==> src/rtl/uart_pkg.sv <==
// Shared UART definitions: receiver FSM state encoding and 8N1 frame constants.
// Optional macro UART_RX_PARITY_EN adds an even-parity state to the encoding.
package uart_pkg;

  localparam int   DATA_BITS  = 8;
  localparam logic IDLE_LEVEL = 1'b1;

`ifdef UART_RX_PARITY_EN
  typedef enum logic [2:0] {
    ST_IDLE      = 3'd0,
    ST_START     = 3'd1,
    ST_DATA      = 3'd2,
    ST_PARITY    = 3'd3,
    ST_STOP      = 3'd4,
    ST_WAIT_IDLE = 3'd5
  } rx_state_e;
`else
  typedef enum logic [2:0] {
    ST_IDLE      = 3'd0,
    ST_START     = 3'd1,
    ST_DATA      = 3'd2,
    ST_STOP      = 3'd4,
    ST_WAIT_IDLE = 3'd5
  } rx_state_e;
`endif

endpackage

==> src/rtl/uart_baud_cnt.sv <==
// Baud counter: counts from 0 up to the programmed limit, ticks on the limit
// cycle and restarts at 0, so it never runs past the limit.
module uart_baud_cnt #(
  parameter int W = 7
) (
  input  logic         clk,
  input  logic         rst_n,
  input  logic         clr,
  input  logic [W-1:0] limit,
  output logic         tick
);

  logic [W-1:0] cnt_q;
  logic [W-1:0] cnt_d;

  assign tick = (cnt_q == limit);

  // Next count: restart on clear, on the tick, or if the limit dropped below the count
  always_comb begin
    cnt_d = cnt_q;
    if (clr || cnt_q >= limit) begin
      cnt_d = '0;
    end else begin
      cnt_d = cnt_q + 1'b1;
    end
  end

  // Count register
  always_ff @(posedge clk or negedge rst_n) begin
    if (!rst_n) begin
      cnt_q <= '0;
    end else begin
      cnt_q <= cnt_d;
    end
  end

endmodule

==> src/rtl/uart_rx.sv <==
// UART receiver, 8N1, oversampling-free mid-bit sampling with a shared baud counter.
// Define UART_RX_PARITY_EN to receive one even-parity bit between data and stop.
module uart_rx
  import uart_pkg::*;
#(
  parameter int CLK_FREQ = 50000000,
  parameter int BAUD     = 460800
) (
  input  logic       clk,
  input  logic       rst_n,
  input  logic       rx,
  output logic [7:0] data,
  output logic       valid,
  output logic       frame_err,
  output logic       busy
);

  localparam int DIV  = (CLK_FREQ + BAUD / 2) / BAUD;
  localparam int HALF = DIV / 2;
  localparam int CW   = $clog2(DIV);

  // Synchronizer and edge-detect history
  logic sync1_q, sync2_q, rx_prev_q;
  logic rx_s;

  rx_state_e state_q, state_d;
  logic [2:0] bit_idx_q, bit_idx_d;
  logic [7:0] shift_q, shift_d;
  logic [7:0] data_q, data_d;
  logic       valid_q, valid_d;
  logic       ferr_q, ferr_d;
  logic       busy_q, busy_d;
  logic       stop_ok;

  logic          cnt_clr;
  logic          tick;
  logic [CW-1:0] cnt_limit;

`ifdef UART_RX_PARITY_EN
  logic par_err_q, par_err_d;
`endif

  assign rx_s = sync2_q;

  // Two-flop synchronizer plus one history flop for falling-edge detection
  always_ff @(posedge clk or negedge rst_n) begin
    if (!rst_n) begin
      sync1_q   <= IDLE_LEVEL;
      sync2_q   <= IDLE_LEVEL;
      rx_prev_q <= IDLE_LEVEL;
    end else begin
      sync1_q   <= rx;
      sync2_q   <= sync1_q;
      rx_prev_q <= sync2_q;
    end
  end

  // Half a bit to reach mid-start, then full bit periods between samples
  assign cnt_limit = (state_q == ST_START) ? CW'(HALF - 1) : CW'(DIV - 1);

  uart_baud_cnt #(
    .W(CW)
  ) u_baud_cnt (
    .clk  (clk),
    .rst_n(rst_n),
    .clr  (cnt_clr),
    .limit(cnt_limit),
    .tick (tick)
  );

`ifdef UART_RX_PARITY_EN
  assign stop_ok = rx_s && !par_err_q;
`else
  assign stop_ok = rx_s;
`endif

  // Next-state and output logic. rx_prev_q tracks rx_s every cycle, so a start
  // edge right as STOP exits is still seen as an edge in the first IDLE cycle.
  always_comb begin
    state_d   = state_q;
    bit_idx_d = bit_idx_q;
    shift_d   = shift_q;
    data_d    = data_q;
    valid_d   = 1'b0;
    ferr_d    = 1'b0;
    cnt_clr   = 1'b0;
`ifdef UART_RX_PARITY_EN
    par_err_d = par_err_q;
`endif
    case (state_q)
      ST_IDLE: begin
        cnt_clr = 1'b1;
        if (rx_prev_q && !rx_s) begin
          state_d = ST_START;
        end
      end
      ST_START: begin
        if (tick) begin
          if (!rx_s) begin
            state_d   = ST_DATA;
            bit_idx_d = 3'd0;
`ifdef UART_RX_PARITY_EN
            par_err_d = 1'b0;
`endif
          end else begin
            state_d = ST_IDLE;
          end
        end
      end
      ST_DATA: begin
        if (tick) begin
          shift_d   = {rx_s, shift_q[7:1]};
          bit_idx_d = bit_idx_q + 3'd1;
          if (bit_idx_q == 3'(DATA_BITS - 1)) begin
`ifdef UART_RX_PARITY_EN
            state_d = ST_PARITY;
`else
            state_d = ST_STOP;
`endif
          end
        end
      end
`ifdef UART_RX_PARITY_EN
      ST_PARITY: begin
        if (tick) begin
          // Even parity: data bits plus parity bit must hold an even count of ones
          par_err_d = (^shift_q) ^ rx_s;
          state_d   = ST_STOP;
        end
      end
`endif
      ST_STOP: begin
        if (tick) begin
          if (stop_ok) begin
            data_d  = shift_q;
            valid_d = 1'b1;
          end else begin
            ferr_d = 1'b1;
          end
          state_d = rx_s ? ST_IDLE : ST_WAIT_IDLE;
        end
      end
      ST_WAIT_IDLE: begin
        cnt_clr = 1'b1;
        if (rx_s == IDLE_LEVEL) begin
          state_d = ST_IDLE;
        end
      end
      default: begin
        state_d = ST_IDLE;
        cnt_clr = 1'b1;
      end
    endcase
    busy_d = (state_d != ST_IDLE);
  end

  // FSM and registered output state
  always_ff @(posedge clk or negedge rst_n) begin
    if (!rst_n) begin
      state_q   <= ST_IDLE;
      bit_idx_q <= 3'd0;
      shift_q   <= 8'h00;
      data_q    <= 8'h00;
      valid_q   <= 1'b0;
      ferr_q    <= 1'b0;
      busy_q    <= 1'b0;
`ifdef UART_RX_PARITY_EN
      par_err_q <= 1'b0;
`endif
    end else begin
      state_q   <= state_d;
      bit_idx_q <= bit_idx_d;
      shift_q   <= shift_d;
      data_q    <= data_d;
      valid_q   <= valid_d;
      ferr_q    <= ferr_d;
      busy_q    <= busy_d;
`ifdef UART_RX_PARITY_EN
      par_err_q <= par_err_d;
`endif
    end
  end

  assign data      = data_q;
  assign valid     = valid_q;
  assign frame_err = ferr_q;
  assign busy      = busy_q;

endmodule
==> config.mk <==
export PLATFORM = sky130hd
export DESIGN_NAME = uart_rx
export DESIGN_NICKNAME = d
export VERILOG_FILES = /design/src/rtl/uart_pkg.sv /design/src/rtl/uart_baud_cnt.sv /design/src/rtl/uart_rx.sv
export SDC_FILE = /design/constraint.sdc
export NUM_CORES = 1
export LEC_CHECK = 0
export CAP_MARGIN = 20
export CORE_ASPECT_RATIO = 1.75
export CORE_MARGIN = 2
export CORE_UTILIZATION = 40
export CTS_BUF_LIST = sky130_fd_sc_hd__clkbuf_8
export DETAILED_ROUTE_END_ITERATION = 16
export PLACE_DENSITY = 0.63
export SYNTH_ARGS = -nofsm -noshare
export SYNTH_HDL_FRONTEND = slang
export SYNTH_SLANG_ARGS = --single-unit
==> constraint.sdc <==
create_clock -name clk -period 3.7 [get_ports clk]
set_clock_uncertainty 0.1 [all_clocks]
set_input_delay 0.37 -clock clk [delete_from_list [all_inputs] [get_ports clk]]
set_output_delay 0.37 -clock clk [all_outputs]
set_load 0.02 [all_outputs]
==> flow_summary.json, run 1 <==
{
  "hold_viol_final": 0,
  "post_synth_inst_count": 114,
  "min_path_cells": 0,
  "area_growth_pct": 16.75,
  "cp_cell_sequence": "or3b_2 -> inv_1 -> ha_1 -> and3b_2 -> and3_2 -> a22o_1 -> or4b_1",
  "grt_util_all_layers_pct": 14.78,
  "critPathKind": "reg2reg",
  "synth_cell_type_count": 31,
  "layout_common_cells": "dfrtp_1 (32), mux2_2 (17), clkdlybuf4s50_1 (13)",
  "endpoint_kind": "register",
  "syn_area_um2": 1524,
  "clkSinkCount": 35,
  "die_w_um": 50.66,
  "grt_pass1_wl_mm": 4.802,
  "synth_top_area_share_pct": 52.55,
  "vias": 931,
  "fillers": 341,
  "yosys-top-cells-area": "dfrtp_1 (53%), mux2_2 (13%), ha_1 (5.7%), dfstp_2 (5.2%), nor2_1 (2.5%)",
  "dieHeight_um": 85.66,
  "antenna_left": 0,
  "cts_inserted_buffers": 5,
  "avgSynthCellArea_um2": 13.37,
  "hpwl_mm": 1.871,
  "globalplace.congestion": 0.7914,
  "grt_max_degree": 36,
  "cp-start-kind": "register",
  "dr_wl_met2_mm": 1.344,
  "nets": 142,
  "cts_tree": "yes",
  "synth-seq-area-share_pct": 57.72,
  "drv_cap": 0,
  "cts_resized": 0,
  "arrival_ns": 2.91,
  "hp-class": "reg2reg",
  "yosysTopAreaCell": "dfrtp_1",
  "cp.required_ns": 3.76,
  "synth_nets": 124,
  "drtIter0Drc": 15,
  "cp_max_fo": 12,
  "clock_latency_ns": 0.28,
  "drive_gt1_share_pct": 27.82,
  "rr_startpoint": "state_q[0]$_DFF_PN0_",
  "timing.rr.end": "busy$_DFF_PN0_",
  "port_buffers": 13,
  "dieArea_um2": 4339,
  "maxSlewViolCount": 0,
  "tightest_slew_ns": 0.4869,
  "core.rowCount": 29,
  "grt_pass1_vias": 1098,
  "antenna_cells": 0,
  "setup_viol": 0,
  "synthArstFlopShare_pct": 100.0,
  "vias_per_cell": 5.201,
  "cp_slowest_cell": "or3b_2",
  "synth-seq-cells": 35,
  "drc": 0,
  "wl_met1_mm": 1.038,
  "status": "complete, no violations",
  "clk_pin_slew_ns": 0.07,
  "gr-total-overflow": 0,
  "cp_top_family": "simple AND/OR/NAND/NOR gates",
  "top_layer": "met4",
  "regArea_um2": 879.6,
  "coreArea_um2": 3628,
  "clock_path_buffers": 2,
  "timing.slew.headroom_pct": 67.32,
  "ys.flop_type": "dfrtp_1",
  "wl_per_cell_um": 14.32,
  "power_uw": 832.8,
  "cts_setup_buffers": 0,
  "min_period_over_period_pct": 76.93,
  "synth_edf_count": 0,
  "first_pass_iters": 3,
  "yosysWarnings": 0,
  "grt_antenna_before_repair": 0,
  "pin_count": 14,
  "cts_hold_buf": 0,
  "initial_core_util_pct": 42.00,
  "multi_input_area_um2": 608.1,
  "cp_num_buf_inv": 1,
  "reg2reg_slack_ns": 0.85,
  "max_freq_mhz": 351.3,
  "fin_crit_ns": 2.846,
  "dr_wl_met3_um": 75,
  "slowest_delay_ns": 0.52,
  "rsz0062_at_grt": "false",
  "reg2regPathDepth": 7,
  "holdPathEnd": "rx_s$_DFF_PN1_",
  "max-vdd-ir-drop_uv": 362.3,
  "pwr_density_cell_nw_per_um2": 468.1,
  "wl_mm": 2.564,
  "clock_tree.root_cell": "clkbuf_8",
  "final_util_pct": 49.03,
  "finalSetupTns_ns": 0,
  "p_leak_nw": 0.8468,
  "cts_max_level": 2,
  "final_common_cell": "dfrtp_1",
  "min_from": "sync1_q$_DFF_PN1_"
}
-- routing by layer --
layer / vias to the layer above / GRT usage [%]
met5: - / 0
met4: 0 / 9.091
met3: 12 / 3.484
met2: 20 / 25.48
met1: 461 / 15.94
li1: 438 / -
-- Yosys cell counts (2+ instances only) --
cell	instances
nor3b_1	2
buf_2	2
or3b_2	2
mux2_2	17
nand3_1	4
and3_2	2
xor2_1	3
and3b_2	2
dfrtp_1	32
a22o_1	3
ha_1	7
a21oi_1	2
o21ai_0	2
dfstp_2	3
xnor2_1	3
inv_1	4
nor2_1	10
-- state kept, by name, indices dropped and copies added (netlist names) --
name	flops
data	8
shift_q	8
u_baud_cnt.cnt_q	7
bit_idx_q	3
state_q	3
busy	1
frame_err	1
rx_prev_q	1
rx_s	1
sync1_q	1
valid	1
-- kinds of logic after synthesis --
group,count (synthesis),share of synthesized area [%]
and+or+nand+nor,29,11.74
buffers and inverters,7,2.381
xor gates and xnor gates,6,3.449
AOI/OAI and AO/OA,13,6.404
DFF,35,57.72
muxes,17,12.56
adders and majority gates,7,5.747
-- per-stage QoR --
stage / hold slack [ns] / area (µm²) / cells / setup slack [ns]
floorplan: -0.02559 / 1524 / 114 / 1.091
global placement: 0.2460 / 1698 / 171 / 0.9149
detailed placement: 0.2476 / 1698 / 171 / 0.8534
CTS: 0.2578 / 1779 / 179 / 0.8399
global route: 0.2692 / 1779 / 179 / 0.7090
finish: 0.2570 / 1779 / 179 / 0.8536
-- how the worst max path moves through the flow --
stage	start	end	slack (ns)	depth (start not counted)
2_1_floorplan	state_q[2]$_DFF_PN0_	busy$_DFF_PN0_	1.09	7
4_1_cts	state_q[0]$_DFF_PN0_	busy$_DFF_PN0_	0.84	7
3_3_place_gp	state_q[0]$_DFF_PN0_	busy$_DFF_PN0_	0.91	7
6_report	state_q[0]$_DFF_PN0_	busy$_DFF_PN0_	0.85	7
5_1_grt	state_q[0]$_DFF_PN0_	busy$_DFF_PN0_	0.71	7
3_5_place_dp	state_q[0]$_DFF_PN0_	busy$_DFF_PN0_	0.85	7
-- area by class of cell --
type | count | share of cell area, %
Clock buffer | 5 | 3.868
Clock inverter | 3 | 0.7032
Inverter | 4 | 0.8439
Multi-Input combinational cell | 72 | 34.18
Sequential cell | 35 | 49.44
Tap cell | 46 | 3.235
Timing Repair Buffer | 14 | 7.736
-- power breakdown --
part | internal, mW | leakage (nW) | total [mW] | switching (mW)
logic | 0.0631 | 0.332 | 0.128 | 0.0651
clock network | 0.126 | 0.0505 | 0.254 | 0.128
registers | 0.414 | 0.464 | 0.450 | 0.0358
total | 0.604 | 0.847 | 0.833 | 0.229
Power figures use the tool's default switching activity.
==> run 2, diff against run 1 <==
==> constraint.sdc (replaced) <==
create_clock -name clk -period 2.8 [get_ports clk]
set_clock_uncertainty 0.1 [all_clocks]
set_input_delay 0.28 -clock clk [delete_from_list [all_inputs] [get_ports clk]]
set_output_delay 0.28 -clock clk [all_outputs]
set_load 0.02 [all_outputs]
==> flow_summary.json, run 2 (synthesized netlist as in run 1, its figures left out) <==
{
  "max-vdd-ir-drop_uv": 454.7,
  "wl_per_cell_um": 14.15,
  "min_period_over_period_pct": 94.86,
  "port_buffers": 13,
  "clock_latency_ns": 0.29,
  "cts_setup_buffers": 0,
  "grt_pass1_vias": 993,
  "timing.rr.end": "busy$_DFF_PN0_",
  "pwr_density_cell_nw_per_um2": 634.2,
  "core.rowCount": 29,
  "cp_max_fo": 5,
  "initial_core_util_pct": 42.00,
  "pin_count": 14,
  "hold-worst-slack_ns": 0.2553,
  "cts_max_level": 2,
  "setup_viol": 0,
  "finalSetupTns_ns": 0,
  "layout_common_cells": "dfrtp_1 (32), mux2_2 (17), clkdlybuf4s50_1 (13)",
  "fin_ws_ns": 0.1439,
  "drv_cap": 0,
  "grt_pass1_wl_mm": 4.629,
  "dr_wl_met3_um": 85,
  "reg2reg_slack_ns": 0.14,
  "vias": 939,
  "fillers": 340,
  "fin_crit_ns": 2.656,
  "tightest_slew_ns": 0.4326,
  "timing.slew.headroom_pct": 71.16,
  "place_inst": 175,
  "reg2regPathDepth": 7,
  "regArea_um2": 879.6,
  "maxSlewViolCount": 0,
  "drtIter0Drc": 9,
  "dr_wl_met2_mm": 1.427,
  "final_common_cell": "dfrtp_1",
  "cts_inserted_buffers": 5,
  "cp-endpoint": "busy$_DFF_PN0_",
  "dieArea_um2": 4339,
  "die_w_um": 50.66,
  "cp_slowest_cell": "or3b_2",
  "first_pass_iters": 5,
  "wl_mm": 2.590,
  "clk_pin_slew_ns": 0.06,
  "final_cells": 183,
  "rsz0062_at_grt": "false",
  "cts_hold_buf": 0,
  "cp-start-kind": "register",
  "hpwl_mm": 1.902,
  "cp_cell_sequence": "or3b_2 -> inv_2 -> ha_1 -> and3b_2 -> and2_2 -> a22o_2 -> or4b_1",
  "grt_max_degree": 36,
  "top_layer": "met4",
  "antenna_left": 0,
  "cp.required_ns": 2.86,
  "cts_tree": "yes",
  "coreArea_um2": 3628,
  "vias_per_cell": 5.131,
  "multi_input_area_um2": 611.8,
  "hold_viol_final": 0,
  "max_freq_mhz": 376.5,
  "status": "complete, no violations",
  "place_ws_ns": 0.1172,
  "endpoint_kind": "register",
  "rr_startpoint": "state_q[2]$_DFF_PN0_",
  "clock_tree.root_cell": "clkbuf_8",
  "globalplace.congestion": 0.7836,
  "final_util_pct": 50.48,
  "final_area_um2": 1832,
  "clock_path_buffers": 2,
  "area_growth_pct": 20.20,
  "place_area_um2": 1728,
  "slowest_delay_ns": 0.53,
  "drive_gt1_share_pct": 32.12,
  "grt_antenna_before_repair": 0,
  "drc": 0,
  "critPathKind": "reg2reg",
  "power_mw": 1.162,
  "p_leak_nw": 0.8743,
  "nets": 146,
  "arrival_ns": 2.71,
  "dieHeight_um": 85.66,
  "crit_start": "state_q[2]$_DFF_PN0_",
  "gr-total-overflow": 0,
  "wl_met1_mm": 1.006,
  "clkSinkCount": 35,
  "hp-class": "reg2reg",
  "antenna_cells": 0,
  "grt_util_all_layers_pct": 14.42
}
-- run 2: cell type report --
cell class	instances	share of cell area (%)
repair buffers	18	9.153
clock inverters	1	0.2049
inverters	4	0.8197
multi-input cells	72	33.40
flip-flops and latches	35	48.02
well taps	46	3.142
clock buffers	7	5.260
-- run 2: what timing repair did --
action	in CTS	in global routing
setup endpoints to repair	0	2
endpoints found under the hold margin	0	0
resized for setup	0	2
-- run 2: per-layer routing --
layer | up-vias | global-route usage [%]
li1 | 449 | -
met3 | 8 | 4.007
met1 | 463 | 16.18
met4 | 0 | 7.862
met5 | - | 0
met2 | 19 | 24.28
-- run 2: worst min-delay path by stage --
stage	startpoint	end	slack, ns	cells after the start
floorplan	rst_n	bit_idx_q[0]$_DFFE_PN0P_	-0.12	0
global placement	sync1_q$_DFF_PN1_	rx_s$_DFF_PN1_	0.25	0
detailed placement	sync1_q$_DFF_PN1_	rx_s$_DFF_PN1_	0.25	0
CTS	sync1_q$_DFF_PN1_	rx_s$_DFF_PN1_	0.26	0
global route	sync1_q$_DFF_PN1_	rx_s$_DFF_PN1_	0.27	0
finish	sync1_q$_DFF_PN1_	rx_s$_DFF_PN1_	0.26	0
-- run 2: power by group --
part,switching (mW),internal (mW)
clock network,0.171,0.221
registers,0.0434,0.548
logic,0.0925,0.0865
total,0.307,0.855
-- run 2: critical path: cells and delay by family, from the launching register on --
kind                     cells  cell delay (ns)
buffers and inverters        1             0.10
flip-flops                   1             0.38
adder cells (fa/ha/maj)      1             0.23
AND/OR/NAND/NOR              4             1.48
AO/OA/AOI/OAI                1             0.24
==> run 3, diff against run 2 <==
==> constraint.sdc (replaced) <==
create_clock -name clk -period 3.2 [get_ports clk]
set_clock_uncertainty 0.1 [all_clocks]
set_input_delay 0.32 -clock clk [delete_from_list [all_inputs] [get_ports clk]]
set_output_delay 0.32 -clock clk [all_outputs]
set_load 0.02 [all_outputs]
==> flow_summary.json, run 3 (synthesized netlist as in run 1, its figures left out) <==
{
  "final_common_cell": "dfrtp_1",
  "core.rowCount": 29,
  "reg2regPathDepth": 7,
  "max_freq_mhz": 349.5,
  "place_ws_ns": 0.3492,
  "status": "complete, no violations",
  "cts_max_level": 2,
  "p_leak_nw": 0.8468,
  "clock_tree.root_cell": "clkbuf_8",
  "area_growth_pct": 16.75,
  "pwr_density_cell_nw_per_um2": 539.5,
  "coreArea_um2": 3628,
  "reg2reg_slack_ns": 0.34,
  "wl_mm": 2.582,
  "grt_pass1_vias": 1086,
  "rsz0062_at_grt": "false",
  "dieArea_um2": 4339,
  "fin_ws_ns": 0.3387,
  "clkSinkCount": 35,
  "final_util_pct": 49.03,
  "cp-start-kind": "register",
  "cp_max_fo": 12,
  "grt_util_all_layers_pct": 14.55,
  "max-vdd-ir-drop_uv": 379.5,
  "cp_cell_sequence": "or3b_2 -> inv_1 -> ha_1 -> and3b_2 -> and3_2 -> a22o_1 -> or4b_1",
  "slowest_delay_ns": 0.53,
  "cp_num_buf_inv": 1,
  "hold_viol_final": 0,
  "cts_inserted_buffers": 5,
  "power_uw": 959.9,
  "antenna_cells": 0,
  "cts_resized": 0,
  "drtIter0Drc": 12,
  "port_buffers": 13,
  "clock_path_buffers": 2,
  "min_period_over_period_pct": 89.41,
  "vias_per_cell": 5.251,
  "rr_startpoint": "state_q[0]$_DFF_PN0_",
  "drive_gt1_share_pct": 27.82,
  "maxSlewViolCount": 0,
  "cts_tree": "yes",
  "arrival_ns": 2.91,
  "setup_viol": 0,
  "crit_start": "state_q[0]$_DFF_PN0_",
  "clock_latency_ns": 0.28,
  "grt_antenna_before_repair": 0,
  "fin_crit_ns": 2.861,
  "antenna_left": 0,
  "die_w_um": 50.66,
  "initial_core_util_pct": 42.00,
  "timing.slew.headroom_pct": 67.38,
  "layout_common_cells": "dfrtp_1 (32), mux2_2 (17), clkdlybuf4s50_1 (13)",
  "hpwl_mm": 1.877,
  "dieHeight_um": 85.66,
  "cts_setup_buffers": 0,
  "hp-class": "reg2reg",
  "drc": 0,
  "cp-endpoint": "busy$_DFF_PN0_",
  "endpoint_kind": "register",
  "critPathKind": "reg2reg",
  "nets": 142,
  "final_area_um2": 1779,
  "gr-total-overflow": 0,
  "cts_hold_buf": 0,
  "drv_cap": 0,
  "globalplace.congestion": 0.7921,
  "grt_pass1_wl_mm": 4.767,
  "place_area_um2": 1698,
  "clk_pin_slew_ns": 0.07,
  "cp.required_ns": 3.25,
  "cp_top_family": "simple AND/OR/NAND/NOR gates",
  "wl_per_cell_um": 14.42,
  "finalSetupTns_ns": 0,
  "tightest_slew_ns": 0.4860,
  "timing.rr.end": "busy$_DFF_PN0_",
  "critical_path_depth": 7,
  "pin_count": 14,
  "cp_slowest_cell": "or3b_2",
  "vias": 940,
  "grt_max_degree": 36,
  "first_pass_iters": 4
}
## run 3: changes by cell type in the layout (fill, tap and decap cells not counted), sizes merged
cell	change
inv	+1
clkinv	+1
clkbuf	-2
buf	-4
## run 3: stage by stage
stage,instances,hold WS [ns]
final,179,0.2565
after global routing,179,0.2691
after CTS,179,0.2573
after detailed placement,171,0.2476
after global placement,171,0.2460
after floorplan,114,-0.07559
## run 3: layer usage
layer,part of all wire (%),GRT usage (%)
met2,54,25.48
met5,0,0
met1,40,15.80
met4,3.4,7.862
met3,2.6,3.484
## run 3: worst min path at each step
stage / startpoint / end / slack [ns] / depth (start not counted)
floorplan: rst_n / bit_idx_q[0]$_DFFE_PN0P_ / -0.08 / 0
global placement: sync1_q$_DFF_PN1_ / rx_s$_DFF_PN1_ / 0.25 / 0
detailed placement: sync1_q$_DFF_PN1_ / rx_s$_DFF_PN1_ / 0.25 / 0
CTS: sync1_q$_DFF_PN1_ / rx_s$_DFF_PN1_ / 0.26 / 0
global route: sync1_q$_DFF_PN1_ / rx_s$_DFF_PN1_ / 0.27 / 0
finish: sync1_q$_DFF_PN1_ / rx_s$_DFF_PN1_ / 0.26 / 0
## run 3: worst reg2reg max path: stages (launching register included)
cell and delay (ns):
dfrtp_1 0.47, or3b_2 0.53, inv_1 0.13, ha_1 0.24, and3b_2 0.23, and3_2 0.30, a22o_1 0.22, or4b_1 0.51
## run 3: final cells by class
type	instances	area (µm²)
tap	46	57.56
fill	324	1849
sequential	35	879.6
clock buffer	5	68.82
inverter	4	15.01
clock inverter	3	12.51
multi-input combinational	72	608.1
timing repair buffer	14	137.6
## run 3: report_power, final
part	switching (mW)	internal [mW]	total [mW]
clock	0.144	0.146	0.290
sequential	0.0419	0.479	0.521
combinational	0.0759	0.0732	0.149
total	0.261	0.698	0.960
